[config.mk]
export PLATFORM = sky130hd
export DESIGN_NAME = alu_op_sequencer
export DESIGN_NICKNAME = d
export VERILOG_FILES = /design/src/rtl/alu_ctrl_pkg.sv /design/src/rtl/alu_op_sequencer.sv
export SDC_FILE = /design/constraint.sdc
export NUM_CORES = 1
export LEC_CHECK = 0
export ABC_CLOCK_PERIOD_IN_PS = 2900
export BUFFER_PORTS_ARGS = -buffer_cell sky130_fd_sc_hd__clkbuf_2
export CAP_MARGIN = 20
export CORE_MARGIN = 8
export CORE_UTILIZATION = 49
export CTS_CLUSTER_DIAMETER = 80
export CTS_CLUSTER_SIZE = 14
export DETAILED_ROUTE_END_ITERATION = 16
export MAX_ROUTING_LAYER = met4
export PLACE_DENSITY = 0.84
export SETUP_SLACK_MARGIN = 0.02
export SLEW_MARGIN = 20
export SYNTH_ARGS = -nofsm -noshare
export SYNTH_HDL_FRONTEND = slang
export SYNTH_SLANG_ARGS = --single-unit
[constraint.sdc]
create_clock -name clk -period 2.9 [get_ports clk]
set_input_delay 0.435 -clock clk [delete_from_list [all_inputs] [get_ports clk]]
set_output_delay 0.435 -clock clk [all_outputs]
set_load 0.03 [all_outputs]
[src/rtl/alu_ctrl_pkg.sv]
// -----------------------------------------------------------------------------
// alu_ctrl_pkg
// Shared definitions for the ALU operation sequencer:
//   - opcode codes understood by the external ALU
//   - PSR bit positions and the default per-class flag masks
//   - controller state encoding
//   - classify_op(): legality, write-back enable and flag-mask class of an opcode
// -----------------------------------------------------------------------------
package alu_ctrl_pkg;

    localparam int OP_W = 4;

    localparam logic [OP_W-1:0] OP_AND = 4'b0001;
    localparam logic [OP_W-1:0] OP_OR  = 4'b0010;
    localparam logic [OP_W-1:0] OP_XOR = 4'b0011;
    localparam logic [OP_W-1:0] OP_ADD = 4'b0101;
    localparam logic [OP_W-1:0] OP_SUB = 4'b1001;
    localparam logic [OP_W-1:0] OP_CMP = 4'b1011;
    localparam logic [OP_W-1:0] OP_MOV = 4'b1101;
    localparam logic [OP_W-1:0] OP_LUI = 4'b1111;

    localparam int PSR_C = 0;
    localparam int PSR_L = 2;
    localparam int PSR_F = 5;
    localparam int PSR_Z = 6;
    localparam int PSR_N = 7;

    // Default masks are built from the bit positions so the two stay in sync.
    localparam logic [15:0] ARITH_MASK_DEFAULT = 16'((1 << PSR_C) | (1 << PSR_F));
    localparam logic [15:0] CMP_MASK_DEFAULT   = 16'((1 << PSR_L) | (1 << PSR_Z) | (1 << PSR_N));

    typedef enum logic [1:0] {
        ST_IDLE = 2'd0,
        ST_READ = 2'd1,
        ST_EXEC = 2'd2,
        ST_WB   = 2'd3
    } state_e;

    // Which PSR mask an opcode applies in write-back.
    typedef enum logic [1:0] {
        FM_NONE  = 2'd0,
        FM_ARITH = 2'd1,
        FM_CMP   = 2'd2
    } flag_sel_e;

    typedef struct packed {
        logic      legal;
        logic      wr_en;
        flag_sel_e flag_sel;
    } op_class_t;

    function automatic op_class_t classify_op(input logic [OP_W-1:0] op);
        op_class_t c;
        c = '{legal: 1'b1, wr_en: 1'b1, flag_sel: FM_NONE};
        case (op)
            OP_AND, OP_OR, OP_XOR, OP_MOV, OP_LUI: ;
            OP_ADD, OP_SUB: c.flag_sel = FM_ARITH;
            OP_CMP: begin
                c.wr_en    = 1'b0;
                c.flag_sel = FM_CMP;
            end
            default: begin
                c.legal = 1'b0;
                c.wr_en = 1'b0;
            end
        endcase
        return c;
    endfunction

endpackage

[src/rtl/alu_op_sequencer.sv]
// -----------------------------------------------------------------------------
// alu_op_sequencer
// Multi-cycle controller executing one register/immediate ALU instruction per
// accepted start: IDLE -> READ -> EXEC -> WB -> IDLE.
//
// Ports:
//   clk, rst            rising-edge clock, synchronous active-high reset
//   start               execute request, sampled only in IDLE
//   opcode/rdest/rsrc/imm/use_imm   decoded instruction fields
//   busy                high in every state but IDLE
//   done, illegal       one-cycle pulses in WB (illegal only for unknown opcodes)
//   rf_raddr_a/b, rf_rdata_a/b      asynchronous-read register file ports
//   rf_we/waddr/wdata   register file write port, pulses in WB
//   alu_a/b/sel, alu_y, alu_flags   external ALU interface
//   psr                 processor status register
// -----------------------------------------------------------------------------
module alu_op_sequencer
    import alu_ctrl_pkg::*;
#(
    parameter int                DATA_W          = 16,
    parameter int                RADDR_W         = 4,
    parameter logic [DATA_W-1:0] ARITH_FLAG_MASK = DATA_W'(ARITH_MASK_DEFAULT),
    parameter logic [DATA_W-1:0] CMP_FLAG_MASK   = DATA_W'(CMP_MASK_DEFAULT)
) (
    input  logic               clk,
    input  logic               rst,
    input  logic               start,
    input  logic [OP_W-1:0]    opcode,
    input  logic [RADDR_W-1:0] rdest,
    input  logic [RADDR_W-1:0] rsrc,
    input  logic [DATA_W-1:0]  imm,
    input  logic               use_imm,
    output logic               busy,
    output logic               done,
    output logic               illegal,
    output logic [RADDR_W-1:0] rf_raddr_a,
    output logic [RADDR_W-1:0] rf_raddr_b,
    input  logic [DATA_W-1:0]  rf_rdata_a,
    input  logic [DATA_W-1:0]  rf_rdata_b,
    output logic               rf_we,
    output logic [RADDR_W-1:0] rf_waddr,
    output logic [DATA_W-1:0]  rf_wdata,
    output logic [DATA_W-1:0]  alu_a,
    output logic [DATA_W-1:0]  alu_b,
    output logic [OP_W-1:0]    alu_sel,
    input  logic [DATA_W-1:0]  alu_y,
    input  logic [DATA_W-1:0]  alu_flags,
    output logic [DATA_W-1:0]  psr
);

    state_e              state_q,   state_d;
    logic [OP_W-1:0]     op_q,      op_d;
    logic [RADDR_W-1:0]  rdest_q,   rdest_d;
    logic [RADDR_W-1:0]  rsrc_q,    rsrc_d;
    logic [DATA_W-1:0]   imm_q,     imm_d;
    logic                use_imm_q, use_imm_d;
    logic [DATA_W-1:0]   alu_a_q,   alu_a_d;
    logic [DATA_W-1:0]   alu_b_q,   alu_b_d;
    logic [OP_W-1:0]     alu_sel_q, alu_sel_d;
    logic [DATA_W-1:0]   result_q,  result_d;
    logic [DATA_W-1:0]   flags_q,   flags_d;
    logic [DATA_W-1:0]   psr_q,     psr_d;

    op_class_t           op_class;
    logic [DATA_W-1:0]   flag_mask;

    // Read addresses come straight from the latched instruction; the register
    // file only matters in READ, and the write address is the same rdest.
    assign rf_raddr_a = rdest_q;
    assign rf_raddr_b = rsrc_q;
    assign rf_waddr   = rdest_q;
    assign rf_wdata   = result_q;
    assign alu_a      = alu_a_q;
    assign alu_b      = alu_b_q;
    assign alu_sel    = alu_sel_q;
    assign psr        = psr_q;

    // NOTE: every signal written here gets a default before the case so no
    // path leaves it unassigned and no latch is inferred.
    always_comb begin
        state_d   = state_q;
        op_d      = op_q;
        rdest_d   = rdest_q;
        rsrc_d    = rsrc_q;
        imm_d     = imm_q;
        use_imm_d = use_imm_q;
        alu_a_d   = alu_a_q;
        alu_b_d   = alu_b_q;
        alu_sel_d = alu_sel_q;
        result_d  = result_q;
        flags_d   = flags_q;
        psr_d     = psr_q;

        busy      = (state_q != ST_IDLE);
        done      = 1'b0;
        illegal   = 1'b0;
        rf_we     = 1'b0;

        op_class  = classify_op(op_q);
        case (op_class.flag_sel)
            FM_ARITH: flag_mask = ARITH_FLAG_MASK;
            FM_CMP:   flag_mask = CMP_FLAG_MASK;
            default:  flag_mask = '0;
        endcase

        case (state_q)
            ST_IDLE: begin
                if (start) begin
                    op_d      = opcode;
                    rdest_d   = rdest;
                    rsrc_d    = rsrc;
                    imm_d     = imm;
                    use_imm_d = use_imm;
                    state_d   = ST_READ;
                end
            end
            ST_READ: begin
                alu_a_d   = rf_rdata_a;
                alu_b_d   = use_imm_q ? imm_q : rf_rdata_b;
                alu_sel_d = op_q;
                state_d   = ST_EXEC;
            end
            ST_EXEC: begin
                result_d = alu_y;
                flags_d  = alu_flags;
                state_d  = ST_WB;
            end
            ST_WB: begin
                done    = 1'b1;
                illegal = ~op_class.legal;
                rf_we   = op_class.wr_en;
                // Only the masked bits follow the ALU; a zero mask keeps psr.
                psr_d   = (psr_q & ~flag_mask) | (flags_q & flag_mask);
                state_d = ST_IDLE;
            end
            default: state_d = ST_IDLE;
        endcase
    end

    // NOTE: state is updated with non-blocking assignments so every flop
    // samples the values from before this edge.
    always_ff @(posedge clk) begin
        if (rst) begin
            // NOTE: the datapath registers are reset too, because they drive
            // alu_*, rf_w* and psr directly and those must read zero in reset.
            state_q   <= ST_IDLE;
            op_q      <= '0;
            rdest_q   <= '0;
            rsrc_q    <= '0;
            imm_q     <= '0;
            use_imm_q <= 1'b0;
            alu_a_q   <= '0;
            alu_b_q   <= '0;
            alu_sel_q <= '0;
            result_q  <= '0;
            flags_q   <= '0;
            psr_q     <= '0;
        end else begin
            state_q   <= state_d;
            op_q      <= op_d;
            rdest_q   <= rdest_d;
            rsrc_q    <= rsrc_d;
            imm_q     <= imm_d;
            use_imm_q <= use_imm_d;
            alu_a_q   <= alu_a_d;
            alu_b_q   <= alu_b_d;
            alu_sel_q <= alu_sel_d;
            result_q  <= result_d;
            flags_q   <= flags_d;
            psr_q     <= psr_d;
        end
    end

endmodule

==> impl_metrics.json <==
{
  "worst_slew_pin_slew_ns": 0.9970,
  "num_rows": 32,
  "grt_pass1_vias": 2988,
  "hold_class": "in2reg",
  "critical_path_class": "reg2out",
  "ys_types": 24,
  "die_area_mm2": 0.01066,
  "numCtsBuffers": 9,
  "synth_seq_area_share_pct": 49.92,
  "max_stage_delay_ns": 0.48,
  "reg2reg_depth": 5,
  "status": "completed",
  "post-route-period-util_pct": 66.35,
  "die_h_um": 103.2,
  "cp_slowest_cell": "dfxtp_1",
  "post-synth-top-count-cell": "dfxtp_1",
  "postRouteAntennaNets": 0,
  "track_usage_pct": 16.76,
  "clock-sinks": 93,
  "max_freq_ghz": 0.5197,
  "routed_wl_um": 9105,
  "postCtsSetupRepairBufs": 0,
  "tns_ns": 0,
  "critPathMaxFanout": 6,
  "pin_count": 180,
  "clock_power_share_pct": 20.0,
  "crit_path_end_kind": "primary output",
  "dr_total_vias": 3090,
  "power.leakage_uw": 0.002093,
  "cp.required_ns": 2.47,
  "critPathTopFamily": "flip-flops",
  "stdcell_area_mm2": 0.004667,
  "grt_pass1_wl_um": 13830,
  "start_util_pct": 49.29,
  "synthesis.area_mm2": 0.003730,
  "syn_area_per_cell_um2": 9.371,
  "drc": 0,
  "fillers": 661,
  "drive_above_1_share_pct": 33.58,
  "switching_share_pct": 40.23,
  "max_cap_viol_count": 0,
  "synth-edff-count": 0,
  "rsz0062_at_grt": "false",
  "vias_per_cell": 4.798,
  "worst_skew_pair.late_latency_ns": 0.34,
  "port_buffers": 157,
  "grt_max_degree": 54,
  "syn_inst": 398,
  "tritoncts": "yes",
  "clockBufferDepth": 2,
  "routedWlPerCell_um": 14.14,
  "setup.worst_path.start_class": "flip-flop",
  "synthTopCellsByCount": "dfxtp_1, mux2i_1, nand2_1",
  "max-vdd-ir-drop_uv": 429.8,
  "antenna_found_initial": 0,
  "synthArstFlopShare_pct": 0,
  "ys_ff_latch": 93,
  "p_sw_uw": 1708,
  "gp_congestion": 0.7342,
  "holdWs_ns": 0.2989,
  "area_growth_pct": 25.13,
  "pwr-share-comb_pct": 39.4,
  "setup_viol": 0,
  "slew_headroom_pct": 33.44,
  "place_area_mm2": 0.004469,
  "critPathBufInv": 1,
  "drtIter0Drc": 76,
  "clkTransAtPathRegs_ns": 0.09,
  "crit_arrival_ns": 1.49,
  "diodes": 0,
  "p_per_area_mw_per_mm2": 909.9,
  "p_seq_share_pct": 40.5,
  "die_w_um": 103.2,
  "synth_top_area_share_pct": 49.92,
  "timing.critical_path.depth": 4,
  "dpl.hpwl_um": 6895,
  "maxSlewViolCount": 0,
  "grt_overflow_total": 0,
  "min_period_ns": 1.924,
  "path_cells": "nand2_1, a21boi_0, o21a_1, clkbuf_2",
  "yosys_warnings": 0,
  "post-synth-top-area-cell": "dfxtp_1",
  "hold_violations": 0,
  "cts-hold-fix-buffers": 0,
  "cts_root_buf": "clkbuf_8",
  "internal_power_uw": 2538,
  "drtPass1Iterations": 4,
  "h-tree-depth": 3,
  "regToRegSetupSlack_ns": 1.23,
  "hold_path_depth": 3,
  "num-nets-final": 638,
  "ys.flop_type": "dfxtp_1",
  "ys_top_cells_by_area": "dfxtp_1, mux2i_1, nand2_1",
  "cts_resized": 0,
  "clock_skew_ns": 0.01227,
  "core_area_mm2": 0.007567
}
per-stage QoR:
step           utilization (%)  std cells  worst slack [ns]  power (uW)
6_report                 61.67        644            0.9758        4246
5_1_grt                  61.67        644            0.8877        4507
4_1_cts                  61.67        644            0.9455        4307
3_5_place_dp             59.06        628             1.265        3446
3_3_place_gp             59.06        628             1.313        3392
2_1_floorplan                -        408             1.347        3022
state kept, by name (all words and copies together), names as in the netlist, named ones only:
register / flops
imm_q: 16
rf_wdata: 16
alu_sel: 4
alu_b: 16
rf_raddr_a: 4
alu_a: 16
rf_raddr_b: 4
op_q: 4
use_imm_q: 1
state_q: 2
flags_q: 5
placed cells by master (no fill, tap or decap):
cell type and instances:
inv_2 1, o21a_1 1, nand2b_1 11, conb_1 11, ha_1 4, inv_6 1, xnor2_1 1, ha_2 1
inv_1 4, clkinv_4 2, dfxtp_1 93, nor3_2 1, clkinvlp_4 1, buf_4 3, nor2_1 60, nand2_1 61
a211oi_1 17, a21boi_0 1, clkinv_2 2, bufinv_16 1, buf_12 2, nor4_4 1, clkbuf_8 9, and3b_1 1
clkbuf_2 156, a21oi_1 29, buf_2 1, nor3_1 1, o21ai_0 1, mux2i_1 63, and2_1 1
per-layer routing:
| layer | GRT usage [%] | part of all wire, % | vias to the layer above |
|---|---|---|---|
| met5 | - | 0 | - |
| met4 | 4.561 | 1.4 | 0 |
| met3 | 4.618 | 7.8 | 12 |
| met2 | 28.68 | 49 | 98 |
| met1 | 18.81 | 41 | 1414 |
| li1 | - | - | 1566 |
layout make-up:
class	count	area [um^2]	share of cell area [%]
clock buffer	9	123.9	2.654
clock inverter	7	73.82	1.582
inverter	5	18.77	0.4021
multi-input combinational	266	1613	34.56
sequential	93	1862	39.89
tap	102	127.6	2.735
timing repair buffer	162	848.3	18.18
cells by family (layout without fill, tap and decap cells):
kind of cell / count (synthesis) / count (layout) / share of synthesized area [%]
compound gates: 49 / 49 / 7.850
xor+xnor: 1 / 1 / 0.2349
fa+ha+maj: 5 / 5 / 1.677
buf+inv: 49 / 183 / 7.916
flops: 93 / 93 / 49.92
mux: 63 / 63 / 16.91
other cells: 1 / 11 / 0.1005
simple gates: 137 / 137 / 15.40
worst register-to-register path: stages, from the launching register on:
cell      delay, ns
dfxtp_1        0.35
inv_1          0.11
ha_2           0.51
buf_12         0.28
nor2_1         0.09
a211oi_1       0.23
power groups by stage:
stage / logic [uW] / registers (uW) / clock network, uW
2_1_floorplan: 934 / 2090 / 0
4_1_cts: 1700 / 1720 / 886
6_report: 1670 / 1720 / 851
3_3_place_gp: 1660 / 1730 / 0
3_5_place_dp: 1700 / 1750 / 0
5_1_grt: 1820 / 1760 / 934
worst paths after layout:
check | start | endpoint
min | rsrc[0] | rf_raddr_b[0]
max reg2reg | state_q[1] | alu_b[7]
min reg2reg | imm_q[4] | imm_q[4]
max | op_q[2] | rf_we
(Power assumes the default switching activity.)
